==> src/rtl/buzzer_pkg.sv <==
// -----------------------------------------------------------------------------
// buzzer_pkg
// Shared types and constants for the buzzer sequencer:
//   - state_t : sequencer FSM states (IDLE / ON / OFF / GAP)
//   - src_t   : active-source codes, numerically ordered by priority
//   - PHASE_W / REP_W : phase (tick) and repeat counter widths
//   - cnt_width() : width of a divide-by-N counter (never below 1 bit)
// -----------------------------------------------------------------------------
package buzzer_pkg;

  typedef enum logic [1:0] {
    ST_IDLE = 2'd0,
    ST_ON   = 2'd1,
    ST_OFF  = 2'd2,
    ST_GAP  = 2'd3
  } state_t;

  // Code value doubles as priority: a larger code preempts a smaller one.
  typedef enum logic [1:0] {
    SRC_NONE = 2'd0,
    SRC_KEY  = 2'd1,
    SRC_DONE = 2'd2,
    SRC_ALM  = 2'd3
  } src_t;

  localparam int PHASE_W = 8;
  localparam int REP_W   = 4;

  function automatic int cnt_width(input int div);
    return (div > 1) ? $clog2(div) : 1;
  endfunction

endpackage

==> src/rtl/buzzer_tick_gen.sv <==
// -----------------------------------------------------------------------------
// buzzer_tick_gen
// Restartable pattern-tick prescaler and (optionally) the piezo tone divider.
// Optional feature macro: BUZZER_TONE_EN (tone divider present when defined).
// Ports:
//   i_clk      : system clock
//   i_rst      : synchronous active-high reset
//   i_tick_clr : restart the tick prescaler (phase entry)
//   i_tone_clr : restart the tone divider (ON entry)
//   o_tick     : one-cycle strobe every TICK_DIV cycles since the last restart
//   o_tone     : tone level for the coming cycle (constant 1 without the macro)
// -----------------------------------------------------------------------------
module buzzer_tick_gen
  import buzzer_pkg::*;
#(
  parameter int TICK_DIV = 25_000_000,
  parameter int TONE_DIV = 25_000
) (
  input  logic i_clk,
  input  logic i_rst,
  input  logic i_tick_clr,
  input  logic i_tone_clr,
  output logic o_tick,
  output logic o_tone
);

  localparam int TICK_W = cnt_width(TICK_DIV);
  localparam logic [TICK_W-1:0] TICK_LAST = TICK_W'(TICK_DIV - 1);

  logic [TICK_W-1:0] r_tick_cnt;

  assign o_tick = (r_tick_cnt == TICK_LAST);

  // Tick prescaler: restarts on phase entry so each phase is a whole number of ticks
  always_ff @(posedge i_clk) begin
    if (i_rst) begin
      r_tick_cnt <= '0;
    end else if (i_tick_clr || o_tick) begin
      r_tick_cnt <= '0;
    end else begin
      r_tick_cnt <= r_tick_cnt + TICK_W'(1);
    end
  end

`ifdef BUZZER_TONE_EN
  localparam int TONE_W = cnt_width(TONE_DIV);
  localparam logic [TONE_W-1:0] TONE_LAST = TONE_W'(TONE_DIV - 1);

  logic [TONE_W-1:0] r_tone_cnt;
  logic              r_tone_lvl;
  logic              w_tone_wrap;

  assign w_tone_wrap = (r_tone_cnt == TONE_LAST);
  // Next-cycle level, so the caller can register it in step with the FSM:
  // a restart always begins with a high half-period.
  assign o_tone = i_tone_clr ? 1'b1 : (w_tone_wrap ? ~r_tone_lvl : r_tone_lvl);

  // Tone divider: toggles the level every TONE_DIV cycles
  always_ff @(posedge i_clk) begin
    if (i_rst) begin
      r_tone_cnt <= '0;
      r_tone_lvl <= 1'b0;
    end else if (i_tone_clr || w_tone_wrap) begin
      r_tone_cnt <= '0;
      r_tone_lvl <= o_tone;
    end else begin
      r_tone_cnt <= r_tone_cnt + TONE_W'(1);
      r_tone_lvl <= o_tone;
    end
  end
`else
  // Active buzzer: steady drive during ON, no divider.
  localparam int TONE_DIV_UNUSED = TONE_DIV;
  logic w_tone_clr_unused;
  assign w_tone_clr_unused = i_tone_clr;
  assign o_tone = 1'b1;
`endif

endmodule

==> src/rtl/buzzer_sequencer.sv <==
// -----------------------------------------------------------------------------
// buzzer_sequencer
// Arbitrating beep-pattern sequencer for the single buzzer output. Latches
// key-click and cycle-done requests, follows the alarm level, grants by fixed
// priority (alarm > done > key) with preemption and plays each source's on/off
// pattern in tick units.
// Optional feature macro: BUZZER_TONE_EN (square-wave tone during ON).
// Ports:
//   i_clk        : 100 MHz system clock
//   i_rst        : synchronous active-high reset
//   i_req_key    : single-cycle key-click request
//   i_req_done   : single-cycle cycle-done request
//   i_alarm      : alarm level, pattern repeats while high
//   o_buzzer     : buzzer drive
//   o_busy       : FSM not in IDLE
//   o_src        : active source (0 none, 1 key, 2 done, 3 alarm)
//   o_done_pulse : one cycle when a finite pattern completes all repeats
// -----------------------------------------------------------------------------
module buzzer_sequencer
  import buzzer_pkg::*;
#(
  parameter int TICK_DIV = 25_000_000,
  parameter int TONE_DIV = 25_000,
  parameter int KEY_ON   = 1,
  parameter int KEY_OFF  = 0,
  parameter int KEY_REP  = 1,
  parameter int DONE_ON  = 2,
  parameter int DONE_OFF = 2,
  parameter int DONE_REP = 3,
  parameter int ALM_ON   = 1,
  parameter int ALM_OFF  = 1
) (
  input  logic       i_clk,
  input  logic       i_rst,
  input  logic       i_req_key,
  input  logic       i_req_done,
  input  logic       i_alarm,
  output logic       o_buzzer,
  output logic       o_busy,
  output logic [1:0] o_src,
  output logic       o_done_pulse
);

  localparam int PH_MAX  = (1 << PHASE_W) - 1;
  localparam int REP_MAX = (1 << REP_W) - 1;

  generate
    if (TICK_DIV < 1 || KEY_ON < 1 || DONE_ON < 1 || ALM_ON < 1 ||
        KEY_ON > PH_MAX || DONE_ON > PH_MAX || ALM_ON > PH_MAX ||
        KEY_OFF < 0 || DONE_OFF < 0 || ALM_OFF < 0 ||
        KEY_OFF > PH_MAX || DONE_OFF > PH_MAX || ALM_OFF > PH_MAX ||
        KEY_REP < 1 || DONE_REP < 1 || KEY_REP > REP_MAX || DONE_REP > REP_MAX) begin : g_param_err
      $error("buzzer_sequencer: pattern parameter outside counter range");
    end
  endgenerate

  function automatic logic [PHASE_W-1:0] on_ticks(input src_t s);
    case (s)
      SRC_KEY:  on_ticks = PHASE_W'(KEY_ON);
      SRC_DONE: on_ticks = PHASE_W'(DONE_ON);
      SRC_ALM:  on_ticks = PHASE_W'(ALM_ON);
      default:  on_ticks = PHASE_W'(1);
    endcase
  endfunction

  function automatic logic [PHASE_W-1:0] off_ticks(input src_t s);
    case (s)
      SRC_KEY:  off_ticks = PHASE_W'(KEY_OFF);
      SRC_DONE: off_ticks = PHASE_W'(DONE_OFF);
      SRC_ALM:  off_ticks = PHASE_W'(ALM_OFF);
      default:  off_ticks = PHASE_W'(0);
    endcase
  endfunction

  // Alarm ignores the repeat counter (it loops while the level is high).
  function automatic logic [REP_W-1:0] rep_count(input src_t s);
    case (s)
      SRC_KEY:  rep_count = REP_W'(KEY_REP);
      SRC_DONE: rep_count = REP_W'(DONE_REP);
      default:  rep_count = REP_W'(1);
    endcase
  endfunction

  state_t               r_state;
  src_t                 r_src;
  logic [PHASE_W-1:0]   r_phase;
  logic [REP_W-1:0]     r_rep;
  logic                 r_pend_key;
  logic                 r_pend_done;
  logic                 r_buzzer;
  logic                 r_busy;
  logic [1:0]           r_src_out;
  logic                 r_done_pulse;

  state_t               w_next_state;
  src_t                 w_next_src;
  src_t                 w_top_src;
  logic [PHASE_W-1:0]   w_next_phase;
  logic [REP_W-1:0]     w_next_rep;
  logic                 w_clear;
  logic                 w_done_evt;
  logic                 w_tick;
  logic                 w_tone;
  logic                 w_expired;
  logic                 w_preempt;
  logic                 w_alarm_lost;

  buzzer_tick_gen #(
    .TICK_DIV (TICK_DIV),
    .TONE_DIV (TONE_DIV)
  ) u_tick_gen (
    .i_clk      (i_clk),
    .i_rst      (i_rst),
    .i_tick_clr (w_clear),
    .i_tone_clr (w_clear && (w_next_state == ST_ON)),
    .o_tick     (w_tick),
    .o_tone     (w_tone)
  );

  // Highest-priority live request: alarm level, then latched done, then key
  always_comb begin
    if (i_alarm) begin
      w_top_src = SRC_ALM;
    end else if (r_pend_done) begin
      w_top_src = SRC_DONE;
    end else if (r_pend_key) begin
      w_top_src = SRC_KEY;
    end else begin
      w_top_src = SRC_NONE;
    end
  end

  assign w_expired    = w_tick && (r_phase <= PHASE_W'(1));
  assign w_preempt    = (w_top_src > r_src);
  assign w_alarm_lost = (r_src == SRC_ALM) && !i_alarm;

  // Next-state logic: phase sequencing, preemption and completion
  always_comb begin
    w_next_state = r_state;
    w_next_src   = r_src;
    w_next_phase = r_phase;
    w_next_rep   = r_rep;
    w_clear      = 1'b0;
    w_done_evt   = 1'b0;
    case (r_state)
      ST_IDLE: begin
        if (w_top_src != SRC_NONE) begin
          w_next_state = ST_ON;
          w_next_src   = w_top_src;
          w_next_phase = on_ticks(w_top_src);
          w_next_rep   = rep_count(w_top_src);
          w_clear      = 1'b1;
        end else begin
          w_next_src   = SRC_NONE;
        end
      end
      ST_ON, ST_OFF: begin
        if (w_alarm_lost) begin
          // Alarm released: separate with GAP, not a completed pattern.
          w_next_state = ST_GAP;
          w_clear      = 1'b1;
        end else if (w_preempt) begin
          w_next_state = ST_ON;
          w_next_src   = w_top_src;
          w_next_phase = on_ticks(w_top_src);
          w_next_rep   = rep_count(w_top_src);
          w_clear      = 1'b1;
        end else if (w_expired) begin
          if ((r_state == ST_ON) && (off_ticks(r_src) != PHASE_W'(0))) begin
            w_next_state = ST_OFF;
            w_next_phase = off_ticks(r_src);
            w_clear      = 1'b1;
          end else if (r_src == SRC_ALM) begin
            w_next_state = ST_ON;
            w_next_phase = on_ticks(r_src);
            w_clear      = 1'b1;
          end else if (r_rep > REP_W'(1)) begin
            w_next_state = ST_ON;
            w_next_phase = on_ticks(r_src);
            w_next_rep   = r_rep - REP_W'(1);
            w_clear      = 1'b1;
          end else begin
            w_next_state = ST_GAP;
            w_done_evt   = 1'b1;
            w_clear      = 1'b1;
          end
        end else if (w_tick) begin
          w_next_phase = r_phase - PHASE_W'(1);
        end else begin
          w_next_phase = r_phase;
        end
      end
      ST_GAP: begin
        // r_src still names the finished pattern, so only a strictly higher
        // source may cut the gap short.
        if (w_preempt) begin
          w_next_state = ST_ON;
          w_next_src   = w_top_src;
          w_next_phase = on_ticks(w_top_src);
          w_next_rep   = rep_count(w_top_src);
          w_clear      = 1'b1;
        end else if (w_tick) begin
          w_next_state = ST_IDLE;
          w_next_src   = SRC_NONE;
        end else begin
          w_next_state = ST_GAP;
        end
      end
      default: begin
        w_next_state = ST_IDLE;
        w_next_src   = SRC_NONE;
      end
    endcase
  end

  // State, counters, pending latches and registered outputs
  always_ff @(posedge i_clk) begin
    if (i_rst) begin
      r_state      <= ST_IDLE;
      r_src        <= SRC_NONE;
      r_phase      <= '0;
      r_rep        <= '0;
      r_pend_key   <= 1'b0;
      r_pend_done  <= 1'b0;
      r_buzzer     <= 1'b0;
      r_busy       <= 1'b0;
      r_src_out    <= 2'd0;
      r_done_pulse <= 1'b0;
    end else begin
      r_state      <= w_next_state;
      r_src        <= w_next_src;
      r_phase      <= w_next_phase;
      r_rep        <= w_next_rep;
      // A request landing on the completion cycle wins over the clear.
      r_pend_key   <= i_req_key  | (r_pend_key  & ~(w_done_evt & (r_src == SRC_KEY)));
      r_pend_done  <= i_req_done | (r_pend_done & ~(w_done_evt & (r_src == SRC_DONE)));
      r_buzzer     <= (w_next_state == ST_ON) & w_tone;
      r_busy       <= (w_next_state != ST_IDLE);
      r_src_out    <= ((w_next_state == ST_ON) || (w_next_state == ST_OFF)) ? w_next_src : SRC_NONE;
      r_done_pulse <= w_done_evt;
    end
  end

  assign o_buzzer     = r_buzzer;
  assign o_busy       = r_busy;
  assign o_src        = r_src_out;
  assign o_done_pulse = r_done_pulse;

endmodule
==> config.mk <==
export PLATFORM = sky130hd
export DESIGN_NAME = buzzer_sequencer
export DESIGN_NICKNAME = d
export VERILOG_FILES = /design/src/rtl/buzzer_pkg.sv /design/src/rtl/buzzer_tick_gen.sv /design/src/rtl/buzzer_sequencer.sv
export SDC_FILE = /design/constraint.sdc
export NUM_CORES = 1
export LEC_CHECK = 0
export ABC_AREA = 1
export ABC_CLOCK_PERIOD_IN_PS = 2400
export BUFFER_PORTS_ARGS = -buffer_cell sky130_fd_sc_hd__buf_2
export CAP_MARGIN = 25
export CORE_MARGIN = 5
export CORE_UTILIZATION = 35
export CTS_BUF_LIST = sky130_fd_sc_hd__clkbuf_4 sky130_fd_sc_hd__clkbuf_8 sky130_fd_sc_hd__clkbuf_16
export DETAILED_ROUTE_END_ITERATION = 10
export PLACE_DENSITY_LB_ADDON = 0.1
export RECOVER_POWER = 50
export SYNTH_ARGS = -nofsm -noshare
export SYNTH_HDL_FRONTEND = slang
export SYNTH_SLANG_ARGS = --single-unit
==> constraint.sdc <==
create_clock -name i_clk -period 2.4 [get_ports i_clk]
set_input_delay 0.24 -clock i_clk [delete_from_list [all_inputs] [get_ports i_clk]]
set_output_delay 0.24 -clock i_clk [all_outputs]
set_load 0.01 [all_outputs]
[Word level (Yosys, flattened, before mapping)]
Index checks and enable logic that the tools add are counted.
Storage, ports and cells
  register bits: 48
  input port bits: 5
  output and inout port bits: 5
Cells by class
  add/sub/neg operators: 3
  magnitude comparators: 3
  equal/unequal tests: 19
  muxes and demuxes: 59
  bitwise operators: 9
  reduce and logical (&&, ||, !) cells: 15
Operators with widths (count)
  $mux W8: 13
  $mux W2: 19
  $mux W4: 8
  $add A25 B1 Y25 const B: 1
  $eq A25 B25 Y1 const B: 1
  $pmux W8 S3: 1
  $mux W1: 13
  $eq A2 B2 Y1 const B: 6
  $ne A3 B3 Y1 const B: 4
  $pmux W2 S3: 2
  $pmux W4 S3: 1
  $le A8 B1 Y1 const B: 1
  $reduce_bool A8 Y1: 1
  $sub A8 B1 Y8 const B: 1
  $reduce_and A7 Y1: 1
  $eq A2 B1 Y1 const B: 3
  $ne A2 B2 Y1 const B: 3
  $ne A6 B6 Y1 const B: 1
  $reduce_or A2 Y1: 3
  $reduce_and A5 Y1: 1
  $and A1 B1 Y1: 4
  $gt A4 B1 Y1 const B: 1
  $ne A4 B3 Y1 const B: 1
  $pmux W2 S2: 1
  10 further kinds: 17

[Longest topological paths before layout]
  depth in word-level cells: 18
  gate-level depth with buffers: 17

[Modules after synthesis]
From an unflattened synthesis, not the netlist that was laid out.
Unflattened totals
  cell total of the unflattened synthesis: 481
  area, all modules: 3131.8 sq um
Modules (own cells, without submodules)
  buzzer_sequencer: instances 1, cells an instance 257, area an instance 1674.1 sq um, sequential area each 460.4 sq um
  buzzer_tick_gen: instances 1, cells an instance 224, area an instance 1457.6 sq um, sequential area each 500.5 sq um

[Worst setup path after synthesis]
No wires, ideal clock.
  kind: reg2reg
  start: register r_rep[0]
  end: register r_src_out[1] (netlist: o_src[1])
  setup time: 0.124 ns
  data arrival time: 1.925 ns
  data required time: 2.276 ns
  path slack: 0.351 ns
  stages on the path, launching flop included: 16
  path buffers: 0
  clock period less this slack: 2.049 ns
  cell sequence: dfxtp_1 -> inv_1 -> ha_1 -> or2_2 -> nand3_1 -> nand2_1 -> nand4_1 -> nand2_1 -> nand2_1 -> nand2_1 -> nand2_1 -> nand2_1 -> a21boi_0 -> ha_1 -> nand2_1 -> nor2_1
Between the ends
  cells in the longest elaborated chain, start to end: 12
RTL lines
  start: declaration: line buzzer_sequencer.sv:87  | logic [REP_W-1:0] r_rep;
  start signal: assignment: line buzzer_sequencer.sv:233  | r_rep <= w_next_rep;
  $gt A4 B1 Y1 *: line buzzer_sequencer.sv:177  | end else if (r_rep > REP_W'(1)) begin
  $mux W2 *: line buzzer_sequencer.sv:177
  $mux W2 *: line buzzer_sequencer.sv:173  | end else if (r_src == SRC_ALM) begin
  $mux W2 *: line buzzer_sequencer.sv:169  | if ((r_state == ST_ON) && (off_ticks(r_src) != PHASE_W'(0))) begin
  $mux W2 *: line buzzer_sequencer.sv:168  | end else if (w_expired) begin
  $mux W2 *: line buzzer_sequencer.sv:162  | end else if (w_preempt) begin
  $mux W2 *: line buzzer_sequencer.sv:158  | if (w_alarm_lost) begin
  $pmux W2 S3 *: line buzzer_sequencer.sv:145  | case (r_state)
  $eq A2 B1 Y1 / $eq A2 B2 Y1 (equally long branches): line buzzer_sequencer.sv:239  | r_src_out <= ((w_next_state == ST_ON) || (w_next_state == ST_OFF)) ? w_next_src : SRC_NONE;
  $logic_or A1 B1 Y1 *: line buzzer_sequencer.sv:239
  $not A1 Y1 (no source line) *
  $reduce_or A2 Y1 (no source line) *
  end signal: assignment: line buzzer_sequencer.sv:239
  end: declaration: line buzzer_sequencer.sv:92  | logic [1:0] r_src_out;
Every way passes the cells marked *; elsewhere a longest branch is shown, timed or not.
A chain may end at the register's enable or synchronous reset.

[Worst setup path in the final report]
  start: register r_phase[0]
  end: register r_src_out[0] (netlist: o_src[0])
Between the ends
  cells in the longest elaborated chain, start to end: 10
RTL lines
  start: declaration: line buzzer_sequencer.sv:86  | logic [PHASE_W-1:0] r_phase;
  start signal: assignment: line buzzer_sequencer.sv:232  | r_phase <= w_next_phase;
  $le A8 B1 Y1 *: line buzzer_sequencer.sv:133  | assign w_expired = w_tick && (r_phase <= PHASE_W'(1));
  $logic_and A1 B1 Y1 *: line buzzer_sequencer.sv:133
  $mux W2 *: line buzzer_sequencer.sv:168
  $mux W2 *: line buzzer_sequencer.sv:162
  $mux W2 *: line buzzer_sequencer.sv:158
  $pmux W2 S3 *: line buzzer_sequencer.sv:145
  $eq A2 B1 Y1 / $eq A2 B2 Y1 (equally long branches): line buzzer_sequencer.sv:239
  $logic_or A1 B1 Y1 *: line buzzer_sequencer.sv:239
  $not A1 Y1 (no source line) *
  $reduce_or A2 Y1 (no source line) *
Marks and branches as above.

==> flow_summary.json <==
{
  "outcome": "complete, no violations",
  "drtPass1Iterations": 4,
  "report.power.total_uw": 2020,
  "clk_root_buffer_cell": "sky130_fd_sc_hd__clkbuf_8",
  "clock_latency_ns": 0.31,
  "synth.avg_cell_area_um2": 6.95,
  "layout_overhead_on_the_synthesized_area_pct": 11.2,
  "number_of_buffers_between_clock_root_and_the_deepest_sink": 2,
  "dieArea_um2": 10100,
  "timing.max_cap.violations": 0,
  "number_of_antenna_violations_at_the_first_check_in_global_routing": 0,
  "internal_uw": 1360,
  "final-hold-violation-count": 0,
  "finalWorstPathRequiredPeriod_ns": 2.19,
  "wire_length_of_the_first_global_routing_pass_um": 10600,
  "dp.final_hpwl_um": 4590,
  "start_util": 0.355,
  "sequential_cell_area_fraction_in_the_yosys_report": 0.334,
  "synthesis.yosys.warnings": 0,
  "rsz_0062_raised_after_global_routing": "true",
  "tritoncts": "built",
  "pin_count_of_the_biggest_net_entering_global_routing": 26,
  "worst_hold_startpoint": "i_req_done",
  "floorplan.die.height_um": 101,
  "detail_route.vias_per_cell": 4.64,
  "drive_gt1_frac": 0.144,
  "timing.hold.worst.class": "input port to flop",
  "worst_setup_path_end_kind": "flop",
  "whs_path_depth": 3,
  "fill_cells": 919,
  "ant_nets": 0,
  "ioPinCount": 10,
  "detailroute.via_count": 2489,
  "finalSetupTns_ns": 0,
  "tritoncts.num_buffers": 5,
  "power.share.switching": 0.326,
  "cts.htree.levels": 2,
  "finalMaxSlewViolations": 0,
  "synth_cell_types": 34,
  "yosys.area.top_type_share": 0.334,
  "cellPowerDensity_nw_per_um2": 632,
  "switching_power_uw": 659,
  "worst_min_delay_path_endpoint": "r_pend_done",
  "gr-usage-all-layers": 0.128,
  "std_cell_rows": 33,
  "routabilityCongestion": 0.874,
  "nets": 449,
  "worstMarginPinSlew_ns": 0.514,
  "combinational_share_of_power": 0.260,
  "die-width_um": 101,
  "critPathLaunchType": "flop",
  "multiInputGateArea_um2": 1680,
  "first_global_vias": 2315,
  "ctsHoldBuffers": 0,
  "rr_worst_depth": 14,
  "clock-skew-final_ns": 0.00783,
  "relative_contribution_of_sequential_cells_to_total_power": 0.433,
  "worst-setup-path-type": "flop to flop",
  "antenna-diode-count": 0,
  "grt.overflow.total": 0,
  "cts_num_sinks": 48,
  "maxClockFrequency_mhz": 457,
  "routed_wire_length_per_instance_um": 11.4,
  "slew-limit-headroom": 0.655,
  "timing.rr.end": "o_src[0]",
  "synth.top_cells.by_area": "sky130_fd_sc_hd__dfxtp_1, sky130_fd_sc_hd__nand2_1, sky130_fd_sc_hd__inv_1",
  "r2r_slack_ns": 0.21,
  "critical_path_required_ns": 2.60,
  "path_clk_slew_ns": 0.10,
  "synth_area_um2": 2880,
  "netlist_instances": 414,
  "initialDrtViolationCount": 58,
  "totalWireLength_um": 6140,
  "source_of_the_worst_register_to_register_timing_path": "r_phase[0]",
  "seqCellArea_um2": 962,
  "drc_errors": 0,
  "netlist.top_cell.by_area": "sky130_fd_sc_hd__dfxtp_1",
  "vdd_drop_max_v": 0.000283,
  "place.detailed.instances": 525,
  "synth-seq-cells": 48,
  "setup_viol": 0,
  "clock_power_share": 0.307,
  "min_period_over_period": 0.911,
  "synth_fp_nets": 433,
  "worst-endpoint-arrival_ns": 2.39,
  "crit_fanout": 5,
  "power.static_leakage_uw": 0.00128,
  "layoutNonFillerInstCount": 536,
  "core_area_um2": 8090,
  "port_buffers": 9
}
==> registers in the layout (all words and copies together), names as in the netlist, 2 cells and up <==
register,cells
r_src,2
r_rep,4
u_tick_gen.r_tick_cnt,25
o_src,2
r_state,2
r_phase,8
==> synth_stat cells (all sizes together) <==
cell type / instances
o31ai: 1
a21boi: 1
dfxtp: 48
nor4: 2
buf: 4
ha: 14
nor3: 19
and3: 1
nor2: 66
o21ai: 15
a31oi: 2
xnor2: 6
or2: 2
xor2: 11
o211ai: 2
o22ai: 1
a21oi: 25
nand3: 25
nand4: 9
nand2: 98
clkbuf: 2
inv: 60
==> how the worst max path moves through the flow <==
stage	start	endpoint	slack, ns	depth (start not counted)
finish	r_phase[0]	o_src[0]	0.21	14
global route	r_phase[0]	o_src[0]	-0.03	14
CTS	r_phase[0]	o_src[1]	0.01	15
detailed placement	r_phase[0]	o_src[1]	0.04	15
global placement	r_phase[0]	o_src[1]	0.07	15
floorplan	r_rep[0]	o_src[1]	0.35	15
==> area by class of cell <==
cell class,count,area share
Clock inverter,3,0.0145
Timing Repair Buffer,15,0.0262
Multi-Input combinational cell,300,0.525
Sequential cell,48,0.301
Clock buffer,5,0.0215
Inverter,60,0.0704
Tap cell,105,0.0411
==> cells in the final DEF (no fill, tap or decap), types with 2 or more instances in the layout <==
cell type	netlist	routed
sky130_fd_sc_hd__inv_2	2	2
sky130_fd_sc_hd__o21ai_0	10	8
sky130_fd_sc_hd__nor3_2	3	4
sky130_fd_sc_hd__nor2_2	6	7
sky130_fd_sc_hd__nand2_2	6	8
sky130_fd_sc_hd__nor2_1	55	54
sky130_fd_sc_hd__o21ai_2	2	2
sky130_fd_sc_hd__a31oi_1	2	2
sky130_fd_sc_hd__or2_2	2	2
sky130_fd_sc_hd__buf_2	2	4
sky130_fd_sc_hd__nand2_4	3	3
sky130_fd_sc_hd__clkbuf_1	2	5
sky130_fd_sc_hd__clkbuf_8	0	5
sky130_fd_sc_hd__nor2_4	5	5
sky130_fd_sc_hd__buf_4	0	6
sky130_fd_sc_hd__nand3_2	5	5
sky130_fd_sc_hd__nand4_1	9	9
sky130_fd_sc_hd__xor2_1	11	11
sky130_fd_sc_hd__o21ai_1	3	5
sky130_fd_sc_hd__nor3_1	15	14
sky130_fd_sc_hd__ha_1	14	12
sky130_fd_sc_hd__nor4_1	2	2
sky130_fd_sc_hd__a21oi_1	24	24
sky130_fd_sc_hd__xnor2_1	6	6
sky130_fd_sc_hd__inv_1	58	58
sky130_fd_sc_hd__nand2_1	89	87
sky130_fd_sc_hd__dfxtp_1	48	47
sky130_fd_sc_hd__nand3_1	20	20
sky130_fd_sc_hd__o211ai_1	2	2
==> power by group through the flow <==
stage                     clock (µW)  combinational (µW)  sequential (µW)
final                            620                 526              876
after global routing             670                 600              883
after CTS                        643                 480              876
after detailed placement           0                 477              893
after global placement             0                 478              894
after floorplan                    0                 371              891
==> through the flow <==
step / util / setup WS [ns] / instance area [µm²] / hold WS [ns]
5_1_grt: 0.395 / -0.0259 / 3200 / 0.165
4_1_cts: 0.389 / 0.0130 / 3150 / 0.145
6_report: 0.395 / 0.213 / 3200 / 0.150
3_5_place_dp: 0.375 / 0.0353 / 3030 / 0.438
3_3_place_gp: 0.375 / 0.0687 / 3030 / 0.426
2_1_floorplan: - / 0.351 / 2880 / 0.374
==> worst max-delay path: stages, from the launching register on <==
cell,delay (ns)
sky130_fd_sc_hd__dfxtp_1,0.35
sky130_fd_sc_hd__inv_1,0.13
sky130_fd_sc_hd__ha_4,0.17
sky130_fd_sc_hd__nor2_1,0.06
sky130_fd_sc_hd__nor3_2,0.26
sky130_fd_sc_hd__nand3_2,0.18
sky130_fd_sc_hd__nand2_2,0.11
sky130_fd_sc_hd__inv_1,0.05
sky130_fd_sc_hd__nand3_1,0.06
sky130_fd_sc_hd__nand3_1,0.08
sky130_fd_sc_hd__nand2_1,0.07
sky130_fd_sc_hd__o21ai_1,0.09
sky130_fd_sc_hd__ha_1,0.32
sky130_fd_sc_hd__nand2_1,0.09
sky130_fd_sc_hd__a21oi_1,0.05
==> layer usage <==
layer	vias to the layer above	global-route usage	wire length (µm)
met2	13	0.203	2670
met4	0	0.0373	70
met1	1124	0.175	3270
li1	1347	-	-
met3	5	0.0277	126
met5	-	0	0
==> what timing repair did <==
item | 4_1_cts | 5_1_grt
setup endpoints to repair | 0 | 8
hold endpoints to repair | 0 | 0
setup buffers | 0 | 3
gates resized for setup | 0 | 12
==> logic make-up after synthesis <==
| family | count (synthesis) | share of synthesized area |
|---|---|---|
| and+or+nand+nor | 222 | 0.370 |
| adders and majority gates | 14 | 0.0609 |
| xor gates and xnor gates | 17 | 0.0518 |
| AOI/OAI and AO/OA | 47 | 0.0905 |
| buffers and inverters | 66 | 0.0923 |
| DFF | 48 | 0.334 |
Power figures use the tool's default switching activity.
